==> src/rtl/uart_rx_frame_controller.sv <==
// UART receive frame sequencer: start detect, mid-bit sampling on a 16x tick, framing/parity check.
// Latency: packet_completion and status registers update 1 clk after the stop-bit sample tick.
// Backpressure: none; Rx_EN low aborts the frame in progress. Optional build macro: RX_MAJORITY_VOTE_EN.
module uart_rx_frame_controller #(
  parameter int OVERSAMPLE = 16,
  parameter bit PARITY_ODD = 1'b0
) (
  input  logic        clk,
  input  logic        reset,
  input  logic        Rx_EN,
  input  logic        baud_tick,
  input  logic        RxD,
  output logic [10:0] packet,
  output logic        packet_completion,
  output logic [7:0]  Rx_DATA,
  output logic        Rx_VALID,
  output logic        Rx_PERROR,
  output logic        Rx_FERROR,
  output logic        busy
);

  localparam int CW = $clog2(OVERSAMPLE);
  localparam logic [CW-1:0] HALF_LAST = CW'(OVERSAMPLE/2 - 1);
  localparam logic [CW-1:0] FULL_LAST = CW'(OVERSAMPLE - 1);

  typedef enum logic [2:0] {
    S_IDLE, S_START, S_DATA, S_PARITY, S_STOP, S_DONE
  } state_t;

  state_t        state;
  logic [CW-1:0] tick_cnt;
  logic [2:0]    bit_idx;
  logic          bit_val;
  logic          parity_err;

`ifdef RX_MAJORITY_VOTE_EN
  // The two ticks preceding the decision tick, voted together with the live line value
  logic [1:0] rx_hist;

  // Track the line on every tick so the vote window is always filled
  always_ff @(posedge clk or negedge reset) begin
    if (!reset) begin
      rx_hist <= 2'b11;
    end else if (baud_tick) begin
      rx_hist <= {rx_hist[0], RxD};
    end
  end

  assign bit_val = (rx_hist[1] & rx_hist[0]) | (rx_hist[1] & RxD) | (rx_hist[0] & RxD);
`else
  assign bit_val = RxD;
`endif

  // Data and parity bits are all in place by the time the stop bit is sampled
  assign parity_err = (^packet[9:1]) != PARITY_ODD;

  // Frame sequencer: state, counters, packet capture and registered status
  always_ff @(posedge clk or negedge reset) begin
    if (!reset) begin
      state             <= S_IDLE;
      tick_cnt          <= '0;
      bit_idx           <= '0;
      packet            <= '0;
      packet_completion <= 1'b0;
      Rx_DATA           <= '0;
      Rx_VALID          <= 1'b0;
      Rx_PERROR         <= 1'b0;
      Rx_FERROR         <= 1'b0;
      busy              <= 1'b0;
    end else begin
      packet_completion <= 1'b0;
      if (state != S_IDLE && !Rx_EN) begin
        // Disable overrides any tick in the same clk; status from the last frame is kept
        state    <= S_IDLE;
        tick_cnt <= '0;
        bit_idx  <= '0;
        busy     <= 1'b0;
      end else begin
        case (state)
          S_IDLE: begin
            if (Rx_EN && baud_tick && !RxD) begin
              state     <= S_START;
              tick_cnt  <= '0;
              bit_idx   <= '0;
              busy      <= 1'b1;
              Rx_VALID  <= 1'b0;
              Rx_PERROR <= 1'b0;
              Rx_FERROR <= 1'b0;
            end
          end
          S_START: begin
            if (baud_tick) begin
              if (tick_cnt == HALF_LAST) begin
                tick_cnt <= '0;
                if (bit_val) begin
                  // Line returned high before mid-bit: treat as noise
                  state <= S_IDLE;
                  busy  <= 1'b0;
                end else begin
                  packet[0] <= 1'b0;
                  state     <= S_DATA;
                end
              end else begin
                tick_cnt <= tick_cnt + CW'(1);
              end
            end
          end
          S_DATA: begin
            if (baud_tick) begin
              if (tick_cnt == FULL_LAST) begin
                tick_cnt                      <= '0;
                packet[4'(bit_idx) + 4'd1]    <= bit_val;
                if (bit_idx == 3'd7) begin
                  bit_idx <= '0;
                  state   <= S_PARITY;
                end else begin
                  bit_idx <= bit_idx + 3'd1;
                end
              end else begin
                tick_cnt <= tick_cnt + CW'(1);
              end
            end
          end
          S_PARITY: begin
            if (baud_tick) begin
              if (tick_cnt == FULL_LAST) begin
                tick_cnt  <= '0;
                packet[9] <= bit_val;
                state     <= S_STOP;
              end else begin
                tick_cnt <= tick_cnt + CW'(1);
              end
            end
          end
          S_STOP: begin
            if (baud_tick) begin
              if (tick_cnt == FULL_LAST) begin
                // Status is published together with the stop sample so completion lands one clk later
                tick_cnt          <= '0;
                packet[10]        <= bit_val;
                packet_completion <= 1'b1;
                Rx_DATA           <= packet[8:1];
                Rx_PERROR         <= parity_err;
                Rx_FERROR         <= ~bit_val;
                Rx_VALID          <= ~(parity_err | ~bit_val);
                state             <= S_DONE;
              end else begin
                tick_cnt <= tick_cnt + CW'(1);
              end
            end
          end
          S_DONE: begin
            // Single clk, not tick gated, so the very next tick may start a new frame
            state <= S_IDLE;
            busy  <= 1'b0;
          end
          default: begin
            state <= S_IDLE;
            busy  <= 1'b0;
          end
        endcase
      end
    end
  end

endmodule

==> config.mk <==
export PLATFORM = sky130hd
export DESIGN_NAME = uart_rx_frame_controller
export DESIGN_NICKNAME = d
export VERILOG_FILES = /design/src/rtl/uart_rx_frame_controller.sv
export SDC_FILE = /design/constraint.sdc
export NUM_CORES = 1
export LEC_CHECK = 0
export ABC_AREA = 0
export ABC_CLOCK_PERIOD_IN_PS = 2050
export CAP_MARGIN = 20
export CELL_PAD_IN_SITES_DETAIL_PLACEMENT = 1
export CELL_PAD_IN_SITES_GLOBAL_PLACEMENT = 1
export CORE_MARGIN = 1
export CORE_UTILIZATION = 35
export CTS_CLUSTER_DIAMETER = 80
export DETAILED_ROUTE_END_ITERATION = 7
export PLACE_DENSITY_LB_ADDON = 0.1
export SLEW_MARGIN = 5
export SYNTH_ARGS = -nofsm -noshare
export SYNTH_HDL_FRONTEND = slang
export SYNTH_SLANG_ARGS = --single-unit
==> constraint.sdc <==
create_clock -name clk -period 2.05 [get_ports clk]
set_input_delay 0.41 -clock clk [delete_from_list [all_inputs] [get_ports clk]]
set_output_delay 0.41 -clock clk [all_outputs]
set_load 0.05 [all_outputs]
==> Word-level counts from Yosys, hierarchy flattened <==
Index checks and enable logic that the tools add are counted.
{ "word_totals": {"ff_bits": 34, "out_inout_bits": 24, "word_cells": 137} }
{ "classes": {"n_addsub": 3, "order_cmp": 2, "eq_ne": 30, "muxes": 59, "bitwise_logic": 4, "reduce_logical": 26} }
{ "op_table": {"columns": ["op", "count"], "rows": [
  ["$mux 3", 16],
  ["$ne 3x3->1 const B", 11],
  ["$mux 4", 6],
  ["$mux 1", 22],
  ["$mux 11", 2],
  ["$ne 2x2->1 const B", 10],
  ["$reduce_and 4->1", 4],
  ["$pmux 3 s5", 1],
  ["$pmux 1 s2", 6],
  ["$pmux 4 s3", 1],
  ["$reduce_and 6->1", 2],
  ["$bwmux 11", 1],
  ["$reduce_and 10->1", 1],
  ["$reduce_and 5->1", 2],
  ["$reduce_xor 9->1", 1],
  ["$reduce_bool 2->1", 4],
  ["$reduce_and 7->1", 1],
  ["$eq 3x2->1 const B", 2],
  ["$eq 3x3->1 const B", 2],
  ["$pmux 3 s2", 1],
  ["$reduce_bool 3->1", 2],
  ["$lt 4x5->1 const B", 1],
  ["$add 3x1->4 const B", 1],
  ["$add 4x1->4 const B", 1],
  ["other kinds (17)", 23]
]} }

==> Logic depth before layout (Yosys ltp) <==
{ "logic_depth": {"depth_word": 9, "mapped_depth": 6, "ltp_nobuf": 6} }

==> Worst setup path before layout <==
No wires, ideal clock.
{ "synth_timing": {"path_kind": "flip-flop to flip-flop", "from": "register bit_idx[0]", "to": "register packet[9]", "setup_ps": 128, "arrival_ps": 1878, "required_time_ps": 1922, "path_slack_ps": 44, "stages_incl_launch_ff": 7, "n_path_buf": 0, "path_cell_list": "dfrtp_1 -> ha_1 -> ha_1 -> and4b_1 -> a21oi_1 -> nor4_1 -> mux2_1"} }
{ "synth_between": {"elab_chain_len": 9} }
{ "synth_lines": {"columns": ["element", "line", "source"], "rows": [
  ["from (decl)", "32", "logic [2:0] bit_idx;"],
  ["from (signal assigned)", "117", "bit_idx <= bit_idx + 3'd1;"],
  ["$add 3x1->4 (*)", "112", "packet[4'(bit_idx) + 4'd1] <= bit_val;"],
  ["$lt 4x5->1 (implied by the code) / $ge 4x1->1 (equally long branches)", "112", null],
  ["$logic_and 1x1->1 (implied by the code)", "112", null],
  ["$mux 1 (implied by the code)", "112", null],
  ["$demux 1 s4 (*)", "112", null],
  ["$bwmux 11 (*)", "112", null],
  ["$mux 11 (*)", "110", "if (tick_cnt == FULL_LAST) begin"],
  ["$mux 11 (*)", "109", "if (baud_tick) begin"],
  ["$pmux 1 s2 (*)", "79", "case (state)"],
  ["to (signal, indexed assignment)", "112", null],
  ["to (signal assigned)", "128", "packet[9] <= bit_val;"],
  ["to (decl)", "13", "output logic [10:0] packet,"]
]} }
Every way passes the cells marked *; elsewhere a longest branch is shown, timed or not. The select of a mux whose other input is x is not followed.
A chain may end at the register's enable or synchronous reset.

==> Worst setup path in the final report <==
{ "layout_timing": {"from": "register tick_cnt[0]", "to": "register Rx_DATA[2]"} }
{ "layout_between": {"elab_chain_len": 2} }
{ "layout_lines": {"columns": ["element", "line", "source"], "rows": [
  ["from (decl)", "31", "logic [CW-1:0] tick_cnt;"],
  ["from (signal assigned)", "104", "tick_cnt <= tick_cnt + CW'(1);"],
  ["from (signal assigned)", "120", "tick_cnt <= tick_cnt + CW'(1);"],
  ["from (signal assigned)", "131", "tick_cnt <= tick_cnt + CW'(1);"],
  ["$eq 4x4->1", "137", "if (tick_cnt == FULL_LAST) begin"],
  ["$reduce_and 4->1 (no line)", null, null],
  ["to (signal assigned)", "142", "Rx_DATA <= packet[8:1];"],
  ["to (decl)", "15", "output logic [7:0] Rx_DATA,"]
]} }
No other way between the ends.

==> results <==
- The flow ran to the end, and the final reports show no timing, DRC or antenna violations.
- The number of clock sinks is 34.
- The share of synthesized area spent on multiplexers is 13.30%.
- The first detailed-routing pass took 4 iterations.
- The worst clock skew is 0.007756 ns.
- The number of violations of the max-capacitance limit is 0.
- Prior to clock tree synthesis, the placed netlist has a worst setup slack of -0.1787 ns.
- Yosys printed 0 warnings.
- The combined flip-flop and latch cell area is 850.8 um^2.
- The endpoint identified for the worst register-to-register timing path is Rx_DATA[2].
- The floorplan has 27 rows.
- The largest family of logic cells by synthesized area is simple AND/OR/NAND/NOR gates.
- The I/O pin count is 29.
- The initial core utilization is 36.40%.
- The number of nets produced by synthesis is 200.
- In the layout the commonest cells are 35 x buf_4, 34 x dfrtp_1, 28 x clkdlybuf4s50_1, 18 x nand2_1, 11 x mux2_1.
- The wire-length estimate of the detail-placed layout is 4.155 mm.
- The cell area reported after detailed placement is 2554 um^2.
- The global-route congestion overflow total is 0.
- The count of different cell masters after synthesis is 53.
- The share of synthesized area in the top cell type comes to 42.45%.
- The via count of the first global-routing pass is 1852.
- The final layout contains routed wiring with a total length of 5.662 mm.
- Entering global routing, the biggest net connects 35 pins.
- The parity-gate share of the synthesized area counting xor and xnor cells is 3.745%.
- The critical path starts at tick_cnt[0].
- The startpoint type of the worst setup path is a flop.
- The average size of a mapped cell is 10.61 um^2.
- The routability-driven placement congestion ratio is 0.8510.
- Summing the areas of all compound-gate instances in the mapped netlist gives 14.67% of the synthesized area.
- Setup violations remaining at the end of the flow were counted as 0.
- The signed area change from the synthesized netlist to the final layout is 34.71%.
- The first global-routing pass estimated 9.494 mm of wire.
- The number of synthesized register bits is 34.
- Setup repair after global routing could not meet its margin everywhere.
- In this run, CTS created clock tree buffers numbering 5.
- The total track usage is 20.66%.
- The number of slew-limit violations in the final report came to 0.
- In this run the static leakage power is 1.221 nW.
- The initial antenna violation count is 0.
- The routed design could run at a clock period as short as 2.004 ns.
- The post-route worst setup slack is 0.04624 ns.
- The highest attainable clock frequency is 499.1 MHz.
- The multi-input logic area is 1091 um^2.
- The worst pin sits at a relative slew slack of 64.91%.
- The cell depth of the worst flop-to-flop path is 5.
- In this run the clock root is driven by a clkbuf_8.
- The most common cell after layout, fill and taps aside is buf_4.
- For this design the total switching power over the nets is 0.6211 mW.
- The final number of hold-violating endpoints is 0.
- The core area is 5507 um^2.
- The worst setup path is captured at a flop.
- For this run, design rule violations remaining after detail routing come to 0.
- The area share of and/or/nand/nor cells after synthesis is 17.17%.
- Dividing the final minimum period by the clock period gives 97.74%.
- Summing the sequential cell areas from Yosys gives 42.45% of the chip area.
- The iteration-0 DRC count of the detailed router is 45.
- The classification of the worst-slack hold path is reg2reg.
- Of the total power, the clock network draws 29.3%.
- The synthesized netlist devotes 3.745% of its cell area to adder and majority cells.
- The signal on the critical path passes through ha_1, nand4_1, or3_1, buf_4, mux2_4.
- After clock tree synthesis, the clock-pin slew on the worst setup and hold paths is 0.07 ns.
- The cell area that synthesis handed to floorplanning was 2004 um^2.
- Cells fill 49.03% of the core in the end.
- On the critical path, the stage with the largest delay is an instance of or3_1.
- Synthesis produced 189 cells.
- The worst path required time is 2.23 ns.
- The switching part of the total is 33.94%.
- Once layout is done, the placed cells without fillers occupy 2700 um^2.
- The TritonCTS clock tree is done.
- Ranked by total cell area, the synthesized netlist is headed by dfrtp_1 42%, mux2_1 6.7%, mux2_4 6.0%, ha_1 3.7%, nand2_1 3.4%.
- The number of buffers added to fix hold violations after cts is 0.
- The layout has 636 filler cells.
- The internal portion of the total power is 1.209 mW.
- The number of antenna diodes in the final layout is 0.
- The y dimension of the die is 77.68 um.
- The critical-path maximum fanout is 8.
- In this design, the stage delay of the slowest critical-path cell is 0.41 ns.
- The die span in x is 77.68 um.
- The layout net count is 257.
- The flop-to-flop setup slack is 0.05 ns.
- Among all flip-flop cells after synthesis, the most frequent one is dfrtp_1.
- The count of input and output buffers is 28.
- Of all flip-flops after synthesis, the portion carrying an async set or reset was 100.0%.
- The cell taking the most area after synthesis is dfrtp_1.
- The die covers 6033 um^2.
- Dividing the detail-routed wire length by the instance count gives 17.75 um.
- The number of enable-type register cells in the synthesized netlist is 0.
- The measured slew at the worst slew-check pin is 0.5247 ns.
- The clock tree synthesis step divided the H-tree into 2 levels.
- The power density over the cells is 677.8 nW/um^2.
- The via count normalized by instance count is 5.348.
- The category of the most critical setup path is reg2reg.
- Combinational cells account for 29.0% of the total power.
- In this run the critical register-to-register path is launched from tick_cnt[0].
- In this run the worst setup path terminates at Rx_DATA[2].
- The share of cells above drive strength 1 is 25.10%.
- For the worst setup path, the data arrival time is 2.18 ns.
- The proportion of power drawn by flip-flops and latches is 41.7%.
- The maximum buffer depth of the clock tree is 2.
- The number of nets still failing antenna checks after routing is 0.
- For the worst-skew pair, the clock arrives at the later sink with an insertion delay of 0.29 ns.
- The highest ir drop seen on vdd is 0.0004024 V.
- The routed layout has 1706 vias.
==> through the flow <==
stage | total power, mW | hold slack, ns | std cells | TNS (ns)
floorplan | 1.116 | 0.1144 | 189 | 0
global placement | 1.281 | 0.4627 | 309 | -1.937
detailed placement | 1.302 | 0.4663 | 309 | -2.806
CTS | 1.845 | 0.4852 | 317 | -0.04650
global route | 1.931 | 0.5076 | 319 | -0.1971
finish | 1.830 | 0.4801 | 319 | 0
==> Yosys cell counts, types with 5 or more instances <==
library cell	instances
a21oi_1	7
a22o_1	5
clkbuf_1	7
dfrtp_1	34
ha_1	6
inv_1	7
mux2_1	12
mux2_4	8
nand2_1	18
nand3_1	6
nor3_1	5
xnor2_1	5
==> sequential cells by signal (all words and copies together), names as in the netlist <==
name	cells
Rx_PERROR	1
state	3
Rx_VALID	1
Rx_FERROR	1
Rx_DATA	8
tick_cnt	4
bit_idx	3
busy	1
packet_completion	1
packet	11
==> cells by family after synthesis <==
| family | count (synthesis) |
|---|---|
| AO/OA/AOI/OAI | 40 |
| XOR/XNOR | 7 |
| adder cells (fa/ha/maj) | 6 |
| buffers and inverters | 21 |
| flip-flops | 34 |
| multiplexers | 21 |
| AND/OR/NAND/NOR | 60 |
==> worst min-delay path by stage <==
stage | start | endpoint | slack [ns] | cells after the start
2_1_floorplan | reset | Rx_DATA[0] | 0.11 | 0
3_3_place_gp | Rx_VALID | Rx_VALID | 0.46 | 2
3_5_place_dp | Rx_VALID | Rx_VALID | 0.47 | 2
4_1_cts | Rx_VALID | Rx_VALID | 0.49 | 2
5_1_grt | Rx_VALID | Rx_VALID | 0.51 | 2
6_report | Rx_VALID | Rx_VALID | 0.48 | 2
==> power by group through the flow <==
stage          Combinational (mW)  Clock [mW]  Sequential [mW]
5_1_grt                     0.588       0.574            0.769
4_1_cts                     0.536       0.548            0.762
6_report                    0.531       0.536            0.763
3_3_place_gp                0.510           0            0.770
2_1_floorplan               0.330           0            0.786
3_5_place_dp                0.527           0            0.775
==> critical path: cells and delay by family, from the launching register on <==
family	cells	cell delay [ns]
multiplexers	1	0.31
flip-flops	1	0.40
buffers and inverters	1	0.20
adder cells (fa/ha/maj)	1	0.27
AND/OR/NAND/NOR	2	0.71
==> layer usage <==
metal | global-route usage, % | vias to the layer above | part of all wire [%]
li1 | - | 806 | -
met1 | 24.45 | 856 | 43
met2 | 36.19 | 32 | 52
met3 | 3.882 | 12 | 2.7
met4 | 9.057 | 0 | 2.3
met5 | 0 | - | 0
==> layout make-up <==
| cell class | count | area share, % |
|---|---|---|
| clock buffers | 6 | 3.058 |
| clock inverters | 2 | 0.4634 |
| inverters | 8 | 1.112 |
| multi-input cells | 134 | 40.41 |
| flip-flops and latches | 34 | 31.51 |
| well taps | 72 | 3.336 |
| repair buffers | 63 | 20.11 |
==> what timing repair did <==
item | 4_1_cts | 5_1_grt
pin swaps | 0 | 3
endpoints found under the hold margin | 0 | 0
resized for setup | 3 | 3
setup buffers | 0 | 2
endpoints found under the setup margin | 4 | 11
No activity file was read; power rests on OpenSTA's default activity.
